<file path="src/rtl/three_one_mux_reg.sv">
// 3:1 datapath mux with a combinational output and a valid-qualified registered output.
// Optional `THREE_ONE_MUX_ERR_CNT_EN adds err_cnt, a saturating count of illegal-select beats.
module three_one_mux_reg #(
   parameter int unsigned size = 32
) (
   input  logic            clk,
   input  logic            rst_n,
   input  logic [size-1:0] in0,
   input  logic [size-1:0] in1,
   input  logic [size-1:0] in2,
   input  logic [1:0]      select,
   input  logic            in_valid,
   output logic [size-1:0] out_comb,
   output logic [size-1:0] out,
   output logic            out_valid,
   output logic            sel_err
`ifdef THREE_ONE_MUX_ERR_CNT_EN
   ,
   output logic [7:0]      err_cnt
`endif
);

   logic [size-1:0] mux_val;
   logic            sel_illegal;

   logic [size-1:0] out_q, out_d;
   logic            out_valid_q, out_valid_d;
   logic            sel_err_q, sel_err_d;

   assign sel_illegal = (select == 2'b11);

   // Illegal select drives zero so neither path can ever show X.
   always_comb begin
      mux_val = '0;
      case (select)
         2'b00:   mux_val = in0;
         2'b01:   mux_val = in1;
         2'b10:   mux_val = in2;
         default: mux_val = '0;
      endcase
   end

   assign out_comb = mux_val;

   always_comb begin
      out_d       = out_q;
      out_valid_d = in_valid;
      sel_err_d   = 1'b0;
      if (in_valid) begin
         out_d     = mux_val;
         sel_err_d = sel_illegal;
      end
   end

   always_ff @(posedge clk or negedge rst_n) begin
      if (!rst_n) begin
         out_q       <= '0;
         out_valid_q <= 1'b0;
         sel_err_q   <= 1'b0;
      end else begin
         out_q       <= out_d;
         out_valid_q <= out_valid_d;
         sel_err_q   <= sel_err_d;
      end
   end

   assign out       = out_q;
   assign out_valid = out_valid_q;
   assign sel_err   = sel_err_q;

`ifdef THREE_ONE_MUX_ERR_CNT_EN
   logic [7:0] err_cnt_q, err_cnt_d;

   always_comb begin
      err_cnt_d = err_cnt_q;
      if (in_valid && sel_illegal && (err_cnt_q != 8'hFF)) begin
         err_cnt_d = err_cnt_q + 8'd1;
      end
   end

   always_ff @(posedge clk or negedge rst_n) begin
      if (!rst_n) begin
         err_cnt_q <= 8'd0;
      end else begin
         err_cnt_q <= err_cnt_d;
      end
   end

   assign err_cnt = err_cnt_q;
`endif

endmodule

</file>
<file path="config.mk">
export PLATFORM = sky130hd
export DESIGN_NAME = three_one_mux_reg
export DESIGN_NICKNAME = d
export VERILOG_FILES = /design/src/rtl/three_one_mux_reg.sv
export SDC_FILE = /design/constraint.sdc
export NUM_CORES = 1
export LEC_CHECK = 0
export CAP_MARGIN = 10
export CORE_MARGIN = 2
export CORE_UTILIZATION = 38
export CTS_BUF_LIST = sky130_fd_sc_hd__clkbuf_16
export DETAILED_ROUTE_END_ITERATION = 12
export PLACE_DENSITY_LB_ADDON = 0.08
export SKIP_LAST_GASP = 1
export SLEW_MARGIN = 20
export SYNTH_ARGS = -nofsm -noshare
export SYNTH_HDL_FRONTEND = slang
export SYNTH_SLANG_ARGS = --single-unit
</file>
<file path="constraint.sdc">
create_clock -name clk -period 1.3 [get_ports clk]
set_clock_uncertainty 0.05 [all_clocks]
set_input_delay 0.13 -clock clk [delete_from_list [all_inputs] [get_ports clk]]
set_output_delay 0.13 -clock clk [all_outputs]
set_load 0.02 [all_outputs]
</file>
==> results.txt, run 1 <==
The run finished, with violations left. The final reports fail on setup timing. The signal on the critical path passes through buf_8, buf_12, buf_4, mux2i_2, o2bb2ai_1, clkbuf_2. The switching part of the total power is 29.2%. The antenna violation net count after detailed routing came out at 0. The port buffer count is around 170.

The end-of-flow core utilization is around four fifths. In this run, the clock network consumes a little over a third of the power. The leakage component of the power came out at 0.00210 µW. The floorplan die area is approximately 6800 µm². The die is ~82 µm tall. The number of instances in the placed design is just under 500. The type of destination of the critical path is an output pin. Synthesis produced a netlist with a net count of 326. The top-area cell type share of the netlist area came out at 36.4%. The final instance area is ~4600 µm².

Combinational logic burns 36.5% of the power. Headroom to the max-slew limit came out at 69.0%. Clock tree synthesis inserted a total of 5 buffers. The latest clock arrival within the worst-skew pair came out at roughly 0.28 ns. The classification of the worst setup path is input port to output pin. The synthesized area divided by synthesized cell count came out at just over 10 µm².

During I/O placement, the number of pins put on the boundary was 167. The placeable core area is roughly 5900 µm². The pin count of the biggest net entering global routing came out at 46. The synthesized area came out at 2330 µm².

The floorplan row count came out at 28. The post-DP HPWL came out at approximately 6200 µm. Clock tree synthesis selected as its root buffer the cell clkbuf_16. At the end of routability-driven placement, the weighted congestion stood at around 0.75. Setup repair after global routing could not meet its margin everywhere. The DRC violations left came out at 0. The biggest area contributor in the post-synthesis netlist is dfrtp_1.

For this run, asynchronously set or reset flops after synthesis account for 100%. After synthesis, the cell types taking the most area are dfrtp_1 36%, mux2i_1 14%, nand4b_1 12%. Counting distinct cell types in the post-synthesis netlist gives 15. The number of max-cap violations is 0. The number of setup violations in the final report is 1. The stage delay of the slowest cell on the critical path came out at ~0.22 ns. Summed over all layers, the routed wires come to 8760 µm.

STA classifies the critical path startpoint as an input port. In this run the number of H-tree levels came out at 2. The min-delay analysis places its worst path in the category input port to register. The iteration-0 DRC count of the detailed router came out at 110. Summing the sequential cell areas from Yosys gives about 36% of the chip area. The filler cells instantiated in the layout total about 430. Static timing analysis puts the maximum clock frequency at about 770 MHz. The clock net in this run drives a total of 34 sinks. For this run, the number of Yosys warnings is 0.

The overall fraction of global-route tracks in use is between 20% and 30%. dfrtp_1 is the most common cell in the netlist. The number of optimization iterations in the first detailed-route pass is 4. The final number of max-transition violations is 0. The post-route netlist has 28.8% of its cells at a drive strength greater than 1. The number of antenna diodes in the final layout is 0.

Synthesis inferred 34 register bits. For the pin with the worst max-slew slack, the measured transition is roughly 0.47 ns. The number of vias per cell is about 5.5. The hold violation total from the final report came out at 0.

The x dimension of the die is 82.4 µm. The initial core utilization came out at between 30% and 40%. Among all flip-flop cells after synthesis, the most frequent one is dfrtp_1.

The synthesized design contains 0 enable-type register cells. The reported net switching power is 1280 µW. Sequential cells burn ~28% of the power. The placed instance area came out at ~4400 µm². The total grt overflow is 0.

Final hold analysis gives a worst-case slack of between 0.2 and 0.25 ns. The internal power summed over all cells is a little over 3000 µW. The count of mapped cells out of synthesis is 225.

The critical path's slowest cell is clkbuf_2. The number of global-route vias before repair came to around 2.8k. The overall via count from detail_route is 2782. The clock slew seen by the registers of the worst setup and hold paths came out at around 0.06 ns. The wire length of the first global-routing pass is ~13000 µm. The minimum clock period after layout came out at between 1 and 1.5 ns. The count of non-filler cells in the finished layout came out at between 500 and 600. The CTS tree is done.

The power density relative to cell area is 945 nW/µm². After layout, the design draws a total of between 4000 and 5000 µW. Setup slack on the critical path of the routed design comes to -0.00218 ns. The highest net fanout along the worst path came out at 11. For the worst setup path, the data required time is between 1 and 1.5 ns. Data arrives at the worst endpoint at 1.12 ns. The number of nets in the finished design is 534. The number of antenna violations at the first check in global routing came out at 0. From synthesis to final layout, the design area changed by 99.1%. In the final routed layout, each cell accounts on average for about 17 µm. VDD sags by at most 0.682 mV. The maximum count of clock buffers along a single path is 2. The share of the clock period used by the worst path after layout is 100%.
## cells in the final DEF, fill, tap and decap left out, drive strengths merged
master          n
and3            1
buf            95
bufbuf          1
bufinv          2
clkbuf          6
clkdlybuf4s15   1
clkdlybuf4s50  96
clkinv          1
dfrtp          34
dlygate4sd2    34
dlygate4sd3     1
inv            32
mux2i          32
nand2b          1
nand4b         32
nor2b           1
o221ai         32
o2bb2ai        32
## flip-flops by register name, indices dropped and copies added (netlist names)
name and count:
out_valid 1, sel_err 1, out 32
## worst max-delay path: cells and delay by family
| family | cells | cell delay, ns |
|---|---|---|
| compound gates | 1 | 0.19 |
| mux | 1 | 0.15 |
| buf+inv | 4 | 0.64 |
## through the flow
stage	TNS [ns]	worst slack, ns
after floorplan	0	0.215
after global placement	-10.44	-0.386
after detailed placement	-11.43	-0.399
after CTS	-0.341	-0.117
after global routing	-0.0328	-0.0325
final	-0.00218	-0.00218
## layer usage
layer  share of wire [%]  global-route usage (%)  vias to the layer above  wire [µm]
met5                   0                       0                        -          0
met4                 1.7                    9.17                        0        145
met3                 7.7                    6.85                       10        676
met2                  54                    48.5                      115       4710
met1                  37                    27.2                     1351       3230
li1                    -                       -                     1306          -
## timing repair
action                                  4_1_cts  5_1_grt
hold endpoints to repair                     17        0
hold buffers                                  1        0
resized for setup                           157       35
pin swaps                                     0        2
setup buffers                                 6        1
gates cloned                                  2        0
endpoints found under the setup margin       66       27
## path summary, 6_finish.rpt
kind / from / end / slack (ns) / cells after the start
setup / recovery: select[0] / out_comb[29] / -0.002 / 6
hold / removal: in_valid / out_valid$_DFF_PN0_ / 0.21 / 2
setup reg to reg: out[16]$_DFFE_PN0P_ / out[16]$_DFFE_PN0P_ / 0.56 / 2
hold reg to reg: out[8]$_DFFE_PN0P_ / out[8]$_DFFE_PN0P_ / 0.51 / 2
max in group asynchronous: rst_n / out[24]$_DFFE_PN0P_ / 0.43 / 3
min in group asynchronous: rst_n / out[27]$_DFFE_PN0P_ / 0.31 / 2
## power groups by stage
stage / registers, µW / logic [µW] / clock network (µW)
after detailed placement: 1250 / 1650 / 0
after floorplan: 1400 / 523 / 0
final: 1230 / 1600 / 1560
after global routing: 1240 / 1710 / 1640
after CTS: 1230 / 1610 / 1590
after global placement: 1250 / 1620 / 0
## layout make-up
cell class	count	area, µm²	area share [%]
tap	75	93.8	2.02
sequential	34	851	18.3
clock buffer	5	125	2.69
clock inverter	3	68.8	1.48
timing repair buffer	229	2110	45.3
inverter	32	120	2.58
multi-input combinational	131	1280	27.6
## cell families after synthesis
group	Yosys count	synth area share, %
multiplexers	32	13.7
AO/OA/AOI/OAI	64	24.0
AND/OR/NAND/NOR	35	12.8
buffers and inverters	60	13.0
flip-flops	34	36.4
No activity file was read; power rests on OpenSTA's default activity.
==> run 2, diff against run 1 <==
PLACE_DENSITY = 0.95   (was not set)
PLACE_DENSITY_LB_ADDON = not set   (was 0.08)
SKIP_CTS_REPAIR_TIMING = 1   (was not set)
==> run 2 against run 1 <==
Net effect: the flow still finishes with violations (setup timing); final area up 0.78%; utilization up 0.61 points; register-to-register slack worse by 0.03 ns; maximum frequency down 1.3%; clock power down 31%; sequential share of layout area down 0.14 points; non-clock buffer count down 10; largest cell class unchanged.
==> results.txt, run 2 (synthesis results as in run 1) <==
The top-level port count came out at 167 (unchanged). The critical path's slowest cell is mux2i_2 (was clkbuf_2). The wire length of the first global-routing pass was 12800 µm (was 13300 µm).

The worst path required time came out at 1.12 ns (about the same). The length in cells of the worst reg-to-reg path came out at 2 (unchanged). The commonest non-fill, non-tap cell in the layout is clkdlybuf4s50_1 (unchanged). The number of optimization iterations in the first detailed-route pass came out at 4 (unchanged). The DRC violations left came out at 0 (unchanged). The stage delay of the slowest cell on the critical path came to 0.28 ns (was 0.22 ns). The leakage component of the power is 0.00243 µW (was 0.00210 µW).

The number of nets in the finished design is 524 (was 534). The top cell family by delay on the critical path is buffers and inverters (unchanged). The worst setup path startpoint is select[0] (unchanged).

The switching part of the total power came out at 30.9% (was 29.2%). The post-detailed-routing wire length was 9130 µm (was 8760 µm). The hold violation total from the final report was 0 (unchanged). The number of vias per cell is 5.57 (was 5.47). Ordered list of cells on the worst path: buf_4, buf_12, mux2i_2, o2bb2ai_1, dlymetal6s2s_1 (was buf_8, buf_12, buf_4, mux2i_2, o2bb2ai_1, clkbuf_2). The startpoint kind of the worst setup timing path was an input port (unchanged). The iteration-0 DRC count of the detailed router came out at 69 (was 110). The endpoint of the worst-slack reg-to-reg timing path was out[10]$_DFFE_PN0P_ (was out[16]$_DFFE_PN0P_). The relative area change from synthesis to final layout came to 101% (was 99.1%). The maximum clock frequency is 758 MHz (was 768 MHz). The power density relative to cell area was 849 nW/µm² (was 945 nW/µm²). The worst setup slack for register-to-register paths is 0.53 ns (was 0.56 ns). The type of destination of the critical path was an output pin (unchanged). The overall fraction of global-route tracks in use is 24.5% (was 25.7%). Commonest cells after routing, fill and taps aside: 96 x clkdlybuf4s50_1, 45 x buf_4, 44 x dlymetal6s2s_1 (was 96 x clkdlybuf4s50_1, 51 x buf_4, 34 x dfrtp_1, 34 x dlygate4sd2_1).

The worst IR drop on VDD came out at 0.808 mV (was 0.682 mV). The minimum clock period after layout was 1.32 ns (was 1.30 ns). The antenna violation net count after detailed routing came out at 0 (unchanged). The maximum count of clock buffers along a single path is 2 (unchanged).

The critical path depth came out at 5 (was 6). Setup repair after global routing missed its margin: yes (unchanged). The flip-flop count of the largest register after layout is 32 (unchanged). Failing checks: setup timing (unchanged). The clock sink count is 34 (unchanged).

The internal power summed over all cells is 2750 µW (was 3110 µW). The floorplan row count came out at 28 (unchanged). The proportion of layout cells with a drive suffix above 1 is 25.9% (was 28.8%). The relative max-transition margin is 71.1% (was 69.0%). The met2 usage in global routing is 47.1% (was 48.5%). The capture point of the critical path is out_comb[6] (was out_comb[29]). The total inserted antenna cells came to 0 (unchanged).

The reported net switching power is 1230 µW (was 1280 µW). The maximum level of the CTS H-tree is 2 (unchanged). The post-route setup TNS is -0.0361 ns (was -0.00218 ns). The latest clock arrival within the worst-skew pair is 0.27 ns (was 0.28 ns).

The detail-routed net length per standard cell is 18.3 µm (was 17.2 µm). The number of max-cap violations came out at 0 (unchanged). The layer carrying the most global-route usage is met2 (unchanged). The placed instance area is 4290 µm² (was 4390 µm²). The post-route worst setup slack came out at -0.0195 ns (was -0.00218 ns). The highest net fanout along the worst path is 16 (was 11). The share of power burned in combinational logic is 41.8% (was 36.5%). The worst path buffer plus inverter count came out at 3 (was 4).

The initial core utilization came to 39.4% (unchanged). The final instance area is 4690 µm² (was 4650 µm²). The overall via count from detail_route is 2779 (was 2782). The total clock buffers created by CTS is 5 (unchanged).

The global routing usage on met1 is 26.7% (was 27.2%). The share of total power in the clock network is 27.1% (was 35.5%). The startpoint of the worst register-to-register path was out[10]$_DFFE_PN0P_ (was out[16]$_DFFE_PN0P_). The worst min-delay path category is input port to register (unchanged). The post-route total power came out at 3980 µW (was 4400 µW). The clock root buffer is clkbuf_16 (unchanged).

The clock slew seen by the registers of the worst setup and hold paths came out at 0.05 ns (was 0.06 ns). The die height came out at 82.4 µm (unchanged). The CTS tree is done (unchanged).

The number of setup violations in the final report was 2 (was 1). The x dimension of the die came to 82.4 µm (unchanged). The final number of max-transition violations came out at 0 (unchanged). The classification of the worst setup path is input port to output pin (unchanged).

Result of the run: finished with violations (unchanged). The placeable core area is 5920 µm² (unchanged). The number of cells on the worst hold path is 2 (unchanged). The worst endpoint data arrival time is 1.14 ns (was 1.12 ns). The share of the clock period used by the worst path after layout was 102% (was 100%). The transition at the pin with the smallest max-transition slack came out at 0.433 ns (was 0.465 ns). The port buffer count is 166 (unchanged).

The final RePlAce weighted congestion is 0.804 (was 0.747). The total grt overflow is 0 (unchanged). The number of global-route vias before repair is 2727 (was 2817). The floorplan die area is 6790 µm² (unchanged). The number of antenna violations at the first check in global routing came to 0 (unchanged). The fraction of power consumed by sequential logic is 31.1% (was 28.0%). The pin count of the biggest net entering global routing came out at 32 (was 46). The met3 track demand over resource was 5.87% (was 6.85%). The post-DP HPWL came out at 6460 µm (was 6150 µm).
==> run 2: layout make-up <==
| type | count | area [µm²] |
|---|---|---|
| inverters | 32 | 120 |
| clock inverters | 3 | 12.5 |
| multi-input cells | 131 | 1340 |
| flip-flops and latches | 34 | 851 |
| well taps | 75 | 93.8 |
| clock buffers | 5 | 125 |
| repair buffers | 219 | 2150 |
| fillers | 398 | 1230 |
==> run 2: power groups by stage <==
stage	sequential, µW	clock [µW]	combinational [µW]
floorplan	1400	0	523
global placement	1250	0	1580
detailed placement	1260	0	1620
CTS	1240	1100	1630
global route	1250	1160	1760
finish	1240	1080	1660
==> run 2: metal layers <==
metal | vias to the layer above | wire (µm)
li1 | 1283 | -
met1 | 1362 | 3420
met4 | 0 | 116
met3 | 12 | 669
met2 | 122 | 4920
met5 | - | 0
==> run 2: how the worst min path moves through the flow <==
stage | start | to
floorplan | rst_n | out[0]$_DFFE_PN0P_
global placement | rst_n | out[23]$_DFFE_PN0P_
detailed placement | rst_n | out[23]$_DFFE_PN0P_
CTS | rst_n | out[23]$_DFFE_PN0P_
global route | in_valid | out_valid$_DFF_PN0_
finish | in_valid | out_valid$_DFF_PN0_
==> run 2: per-stage QoR <==
step                instances  hold slack, ns  util [%]  setup slack [ns]
floorplan                 225          -0.216         -             0.215
global route              499           0.250      79.1           -0.0797
CTS                       495          -0.238      74.9            -0.487
global placement          487          0.0428      72.5            -0.396
detailed placement        487          0.0448      72.5            -0.483
finish                    499           0.243      79.1           -0.0195
==> run 3, diff against run 2 <==
CORE_UTILIZATION = 39   (was 38)
CTS_BUF_LIST = sky130_fd_sc_hd__clkbuf_8   (was sky130_fd_sc_hd__clkbuf_16)
==> run 3 against run 2 <==
Net effect: the run still ends with setup timing left; worst setup slack improved by 0.0017 ns; register-to-register slack hardly changed; maximum frequency up 0.13%; critical path type unchanged; critical endpoint is now out_comb[17]; largest cell class unchanged.
==> results.txt, run 3 (synthesis results as in run 1) <==
The final instance area came out at 4600 µm² (was 4690 µm²). The count of non-filler cells in the finished layout came out at 494 (was 499). The post-DP HPWL is 6550 µm (was 6460 µm). The initial core utilization is 39.9% (was 39.4%).

The relative area change from synthesis to final layout came out at 97.2% (was 101%). The wire length of the first global-routing pass was 12500 µm (was 12800 µm). The total clock buffers created by CTS came to 5 (unchanged). The number of optimization iterations in the first detailed-route pass came out at 4 (unchanged). The maximum level of the CTS H-tree is 2 (unchanged).

The power density relative to cell area came out at 828 nW/µm² (was 849 nW/µm²). The transition at the pin with the smallest max-transition slack is 0.435 ns (was 0.433 ns). The classification of the worst setup path was input port to output pin (unchanged). The share of the clock period used by the worst path after layout is 101% (was 102%). The port buffer count came to 166 (unchanged). Commonest cells after routing, fill and taps aside: 96 x clkdlybuf4s50_1, 46 x dlymetal6s2s_1, 39 x buf_4 (was 96 x clkdlybuf4s50_1, 45 x buf_4, 44 x dlymetal6s2s_1). The final number of max-transition violations is 0 (unchanged). The minimum clock period after layout came out at 1.32 ns (about the same). The CTS tree is done (unchanged). The latest clock arrival within the worst-skew pair came out at 0.28 ns (was 0.27 ns).

The number of antenna violations at the first check in global routing is 0 (unchanged). The filler cell count in the final layout came out at 375 (was 398). The number of setup violations in the final report is 2 (unchanged). The placed instance area came out at 4280 µm² (was 4290 µm²). The highest net fanout along the worst path is 2 (was 16).

The overall fraction of global-route tracks in use is 24.4% (was 24.5%). The total grt overflow came out at 0 (unchanged). The number of max-cap violations is 0 (unchanged). The floorplan die area is 6620 µm² (was 6790 µm²).

The number of global-route vias before repair came out at 2686 (was 2727). The total inserted antenna cells is 0 (unchanged). The length in cells of the worst reg-to-reg path is 2 (unchanged). The placeable core area is 5850 µm² (was 5920 µm²). Setup repair after global routing missed its margin: yes (unchanged). The relative max-transition margin is 71.0% (was 71.1%).

The flip-flop count of the largest register after layout came out at 32 (unchanged). The x dimension of the die is 81.4 µm (was 82.4 µm). The worst path required time came out at 1.12 ns (about the same).

The proportion of layout cells with a drive suffix above 1 is 22.4% (was 25.9%). The worst slack after detailed placement is -0.462 ns (was -0.483 ns). The DRC violations left came out at 0 (unchanged). The commonest non-fill, non-tap cell in the layout was clkdlybuf4s50_1 (unchanged). The number of instances in the placed design came to 482 (was 487).

The worst IR drop on VDD is 0.530 mV (was 0.808 mV). The post-route total power is 3810 µW (was 3980 µW). The leakage component of the power came to 0.00245 µW (was 0.00243 µW). The worst min-delay path category was input port to register (unchanged).

The number of cells on the worst hold path was 3 (was 2). The number of nets in the finished design is 519 (was 524). The number of vias per cell was 5.63 (was 5.57).

The pin count of the biggest net entering global routing came out at 35 (was 32). The worst endpoint data arrival time was 1.14 ns (about the same). The maximum count of clock buffers along a single path came out at 2 (unchanged). The top-level port count came out at 167 (unchanged). The floorplan row count is 28 (unchanged). The post-detailed-routing wire length is 9660 µm (was 9130 µm). The die height was 81.4 µm (was 82.4 µm). The detail-routed net length per standard cell came to 19.5 µm (was 18.3 µm). The antenna violation net count after detailed routing is 0 (unchanged). The hold violation total from the final report came to 0 (unchanged). The clock sink count came out at 34 (unchanged). Result of the run: finished with violations (unchanged).

The type of destination of the critical path is an output pin (unchanged). The clock root buffer is clkbuf_8 (was clkbuf_16). The final RePlAce weighted congestion came out at 0.820 (was 0.804). The post-route worst setup slack is -0.0178 ns (was -0.0195 ns).

The clock slew seen by the registers of the worst setup and hold paths is 0.07 ns (was 0.05 ns). The overall via count from detail_route came to 2781 (was 2779). The startpoint kind of the worst setup timing path is an input port (unchanged). The iteration-0 DRC count of the detailed router came out at 106 (was 69). Failing checks: setup timing (unchanged). The maximum clock frequency was 759 MHz (was 758 MHz).
[run 3: cell count changes in the layout (fill, tap and decap cells not counted), sizes merged]
cell and delta:
inv -1, clkinv -2, buf -4, dlymetal6s2s +2
[run 3: layout make-up]
| class | count | area, µm² | share of cell area [%] |
|---|---|---|---|
| clock buffer | 8 | 110 | 2.39 |
| inverter | 32 | 120 | 2.61 |
| multi-input combinational | 131 | 1280 | 27.8 |
| sequential | 34 | 851 | 18.5 |
| tap | 75 | 93.8 | 2.04 |
| timing repair buffer | 214 | 2150 | 46.7 |
[run 3: worst paths after layout]
check                                     from                   to  slack (ns)
hold reg to reg             out[6]$_DFFE_PN0P_   out[6]$_DFFE_PN0P_        0.51
min in group asynchronous                rst_n  out[21]$_DFFE_PN0P_        0.28
setup reg to reg           out[13]$_DFFE_PN0P_  out[13]$_DFFE_PN0P_        0.52
hold / removal                       select[0]  out[26]$_DFFE_PN0P_        0.24
setup / recovery                       in1[17]         out_comb[17]       -0.02
max in group asynchronous                rst_n   out[9]$_DFFE_PN0P_        0.47
[run 3: layer usage]
layer,routed length (µm),vias up,GRT usage (%)
met5,0,-,0
met4,187,0,7.97
met3,836,22,6.78
met2,5160,137,45.7
met1,3470,1348,26.1
li1,-,1274,-
[run 3: critical path, cell delays in order]
cell and delay, ns:
clkdlybuf4s50_1 0.42, mux2i_1 0.26, o2bb2ai_1 0.11, dlymetal6s2s_1 0.21
[run 3: stage by stage]
step | util [%] | hold WS (ns) | TNS [ns]
finish | 78.7 | 0.235 | -0.0182
global route | 78.7 | 0.236 | -0.303
CTS | 75.1 | -0.260 | -16.72
detailed placement | 73.2 | 0.0432 | -12.27
global placement | 73.2 | 0.0365 | -11.10
floorplan | - | -0.216 | 0
[run 3: power by group]
part           internal, µW  switching [µW]
registers              1170            56.5
clock network           536             397
logic                   866             785
total                  2570            1240
==> variant 1: new RTL, flow settings as in run 2 <==
The option `THREE_ONE_MUX_ERR_CNT_EN` is turned on by a define.
--- a/src/rtl/three_one_mux_reg.sv
+++ b/src/rtl/three_one_mux_reg.sv
@@ -2,2 +2,4 @@
 // Optional `THREE_ONE_MUX_ERR_CNT_EN adds err_cnt, a saturating count of illegal-select beats.
+`define THREE_ONE_MUX_ERR_CNT_EN
+
 module three_one_mux_reg #(
Function (old outputs only; new: err_cnt): kept (equiv_simple and equiv_induct, registers matched by name and starting in step).
==> variant 1 against run 2 <==
  * The run still ends with negative setup slack left
  * Cell area is 14% higher
  * Sequential cell count grew 8
  * Total power is 29% higher
  * Register-to-register slack got worse by 0.74 ns
  * Largest cell class unchanged
  * Area after synthesis rose by 7.0%
  * Routed wire length is 20% higher
  * Die area up 6.6%
  * Synthesized cell count rose by 26%
  * Worst setup slack worse by 0.19 ns
  * Global-route usage rose by 0.50 points
  * First-iteration DRC count shrank 14%
==> variant 1: results (changes against run 2) <==
Place WS: -0.7403 ns (-0.2571 ns)
wire length per cell: 18.27 um (-0.12%)
Max stage delay cell, worst path: dfrtp_2
HP Class: primary input to flip-flop
Worst Hold Launch: in_valid
Placed Cells: 578 (+19%)
Starting DRT DRC Count: 59 (-14%)
half-perimeter wire length after placement: 7.005 mm (+8.4%)
top post-synthesis cells by count: 69 x nand2_1, 42 x dfrtp_1, 33 x nor2_1
nets@finish: 625 (+19%)
H-tree depth: 2 (unchanged)
FF-to-FF End: err_cnt[5]
Final WS setup: -0.2120 ns (-0.1924 ns)
Synth area leaders: dfrtp_1 42%, mux2i_1 13%, nand2_1 10%
Finish-stage setup viols: 9 (+7)
largest net degree at the start of global routing: 66 (+110%)
worst hold slack: 0.2305 ns (-0.01209 ns)
first-pass GRT wire length: 14.43 mm (+13%)
max incr delay on CP: 0.42 ns (+0.14 ns)
hold endpoint: out_valid
Finished Layout Cells: 601 (+20%)
Net Count, Synth: 386 (+18%)
Slew HR: 79.32% (+8.2 points)
CP delay by family, top: flip-flops
number of global-route vias before repair: 3173 (+16%)
Port-buffer cells: 174 (+4.8%)
leakage power: 3.177 nW (+31%)
Synth Area per Inst: 8.794 um2 (-15%)
peak supply drop: 1243 uV (+54%)
Crit path arrival time: 1.66 ns (+0.52 ns)
register area share after synthesis: 42.08% (+5.6 points)
drt pass-1 iters: 4 (unchanged)
crit path max fanout: 4 (-12)
share of cells above drive strength 1: 27.86% (+1.9 points)
GRT Util Overall: 24.97% (+0.50 points)
status: finished, violations left
routed vias: 3143 (+13%)
TritonCTS Buffers: 5 (unchanged)
Reg-to-Reg Start: err_cnt[0]
count leader, synth: nand2_1
Yosys cell types: 34 (+19)
root buf cell: clkbuf_16
failing checks: negative setup slack
Placer Congestion: 0.8373 (+4.2%)
cell depth of the worst flop-to-flop path: 4 (+2)
[variant 1: changes by cell type after synthesis, moves of 32 or more]
cell | run 2 | this run
a31oi_1 | 0 | 32
nor2_1 | 0 | 33
o2bb2ai_1 | 32 | 0
nand2_1 | 0 | 69
o221ai_1 | 32 | 0
nand4b_1 | 32 | 0
[variant 1: layout make-up]
type / count / area (um2)
tap: 77 / 96.34
sequential: 42 / 1056
clock inverter: 3 / 12.51
inverter: 1 / 3.754
timing repair buffer: 250 / 2660
fill: 338 / 989.7
multi-input combinational: 223 / 1406
clock buffer: 5 / 125.1
[variant 1: cells by family after synthesis]
| logic type | count (synthesis) | share of synthesized area [%] |
|---|---|---|
| buffers and inverters | 19 | 5.060 |
| AND/OR/NAND/NOR | 145 | 26.75 |
| multiplexers | 35 | 14.33 |
| AO/OA/AOI/OAI | 40 | 10.57 |
| XOR/XNOR | 2 | 0.7015 |
| flip-flops | 42 | 42.08 |
| adder cells (fa/ha/maj) | 1 | 0.5009 |
[variant 1: worst max-delay path by stage]
stage	depth (start not counted)	from	slack [ns]	to
after detailed placement	6	select[0]	-0.74	out_comb[22]
after floorplan	4	err_cnt[0]	-0.19	err_cnt[1]
after global routing	4	err_cnt[0]	-0.25	err_cnt[5]
final	4	err_cnt[0]	-0.21	err_cnt[5]
after global placement	6	select[0]	-0.70	out_comb[2]
after CTS	6	select[0]	-0.75	out_comb[26]
[variant 1: power breakdown]
part | internal, mW | switching [mW]
Clock | 0.694 | 0.466
Sequential | 1.51 | 0.168
Combinational | 1.22 | 1.07
Total | 3.43 | 1.71
[variant 1: layer usage]
layer,share of wire (%),GRT usage (%),up-vias
met1,36,25.85,1508
met5,0,0,-
li1,-,-,1448
met2,54,48.01,157
met4,3.2,9.380,0
met3,6.5,6.031,30
[variant 1: per-stage QoR]
step	power (mW)	instance area, um2	util [%]	TNS, ns
floorplan	2.585	2526	-	-0.6458
global placement	3.786	4750	74.80	-30.20
detailed placement	3.884	4750	74.80	-33.47
CTS	5.056	4887	76.97	-29.88
global route	5.374	5360	84.41	-1.140
finish	5.134	5360	84.41	-0.7970
==> variant 2: new RTL, config.mk and constraints of run 2 <==
Without the edit above. Register the output `out_comb`, without a reset; this adds one clock of latency there. The other outputs are not delayed to match.
--- a/src/rtl/three_one_mux_reg.sv
+++ b/src/rtl/three_one_mux_reg.sv
@@ -42,3 +42,5 @@
 
-   assign out_comb = mux_val;
+   always_ff @(posedge clk) begin
+      out_comb <= mux_val;
+   end
 
Formal check against the unedited RTL: not equivalent (Yosys sat finds a counterexample within 4 cycles, from zero or initial values and one cycle with rst_n low).
==> variant 2 against run 2 <==
  * Core utilization shrank 11 points
  * Area after synthesis grew 27%
  * Clock power grew 130%
  * Sequential cell count grew 32
  * Highest routed layer unchanged
  * Total power grew 57%
  * Worst setup slack gained 0.20 ns
  * Synthesized cell count grew 14%
  * Sequential share of layout area grew 11 points
  * Cell area grew 11%
  * Critical path type is now flip-flop to output port
  * Routed wire length shrank 2.5%
  * Via count shrank 0.43%
==> variant 2: results (changes against run 2) <==
status: completed
max incr delay on CP: 0.36 ns (+0.08 ns)
number of global-route vias before repair: 2899 (+6.3%)
register area share after synthesis: 50.13% (+14 points)
Synth area leaders: dfrtp_1 29%, dfxtp_1 22%, mux2i_1 11%
leakage power: 2.871 nW (+18%)
first-pass GRT wire length: 13.99 mm (+9.5%)
mux contribution to synthesized area: 10.77% (-3.0 points)
half-perimeter wire length after placement: 6.367 mm (-1.5%)
nets@finish: 520 (-0.76%)
TritonCTS Buffers: 9 (+4)
measured slew at the worst slew-check pin: 0.4100 ns (-0.02325 ns)
Placer Congestion: 0.7542 (-6.1%)
Synth Area in Compound Gates: 18.84% (-5.2 points)
HP Class: primary input to flip-flop
Crit path arrival time: 0.94 ns (-0.20 ns)
Yosys cell types: 16 (+1)
peak supply drop: 769.7 uV (-4.7%)
worst setup path startpoint: out[21]
Reg-to-Reg Start: out[27]
largest net degree at the start of global routing: 65 (+100%)
WL final: 8.904 mm (-2.5%)
Reg clk slew, reported paths: 0.05 ns (about the same)
switching power total: 1.581 mW (+29%)
Synth Area in XOR/XNOR: 0% (unchanged)
crit path max fanout: 2 (-14)
Net Count, Synth: 358 (+9.8%)
end point of the critical path: out[21]
root buf cell: clkbuf_16
Antenna Nets Post-Route: 0 (unchanged)
synthesized-area fraction occupied by adder cells: 0% (unchanged)
yosys warns: 0 (unchanged)
share of cells above drive strength 1: 6.840% (-19 points)
Die Width: 92.49 um (+12%)
Clock Path Buffers: 2 (unchanged)
CP delay by family, top: flip-flops
clk_lat worst skew: 0.31 ns (+0.04 ns)
drt pass-1 iters: 4 (unchanged)
via/cell ratio: 5.260 (-5.5%)
initial antenna violation count: 0 (unchanged)
Worst Hold Launch: in_valid
Max stage delay cell, worst path: dfrtp_1
worst reg-to-reg setup slack: 0.55 ns (+0.02 ns)
count leader, synth: dfrtp_1
GRT Util Overall: 20.57% (-3.9 points)
Synth Flop Type: dfrtp_1
cell depth of the worst flop-to-flop path: 2 (unchanged)
Inserted Diodes: 0 (unchanged)
Synth async-reset ratio: 51.52% (-48 points)
Starting DRT DRC Count: 97 (+41%)
FF-to-FF End: out[27]
H-tree depth: 3 (+1)
Max Cap Viol: 0 (unchanged)
==> variant 2: changes by cell type in the layout (fill, tap and decap cells not counted), sizes merged <==
cell | run 2 | this run
dfxtp | 0 | 32
buf | 55 | 16
clkbuf | 28 | 9
bufinv | 0 | 2
inv | 33 | 35
dlymetal6s2s | 44 | 66
==> variant 2: power by group through the flow <==
stage / combinational (mW) / clock, mW / sequential [mW]
after floorplan: 0.401 / 0 / 2.62
after global placement: 1.48 / 0 / 2.37
after detailed placement: 1.51 / 0 / 2.37
after CTS: 1.52 / 2.49 / 2.34
after global routing: 1.57 / 2.59 / 2.35
final: 1.47 / 2.45 / 2.33
==> variant 2: final cells by class <==
type | instances | area (um2)
Clock buffer | 9 | 225.2
Tap cell | 102 | 127.6
Timing Repair Buffer | 179 | 1969
Clock inverter | 7 | 80.08
Sequential cell | 66 | 1491
Inverter | 32 | 120.1
Multi-Input combinational cell | 131 | 1182
Fill cell | 559 | 2451
==> variant 2: metrics by stage <==
stage	area (um2)	instances	setup slack [ns]
global placement	4716	509	0.1277
detailed placement	4716	509	0.1028
global route	5196	526	0.1477
CTS	5021	525	-0.2197
floorplan	2975	257	0.3570
finish	5196	526	0.1788
==> variant 2: worst min-delay path by stage <==
stage	end	slack, ns	depth (start not counted)
after floorplan	out[0]	-0.22	0
after global placement	out[31]	0.03	1
after detailed placement	out[31]	0.04	1
after CTS	out[26]	-0.30	1
after global routing	out[5]	0.12	2
final	out[5]	0.09	2
==> variant 2: kinds of logic (layout without fill, tap and decap cells) <==
| family | Yosys count | in the layout |
|---|---|---|
| DFF | 66 | 66 |
| muxes | 32 | 32 |
| and+or+nand+nor | 35 | 35 |
| AOI/OAI and AO/OA | 64 | 64 |
| buffers and inverters | 60 | 227 |
==> variant 2: per-layer routing <==
layer	wire length (um)	GRT usage (%)
met1	3564	23.40
met5	0	0
met3	591	5.696
met2	4657	37.17
met4	91	6.592
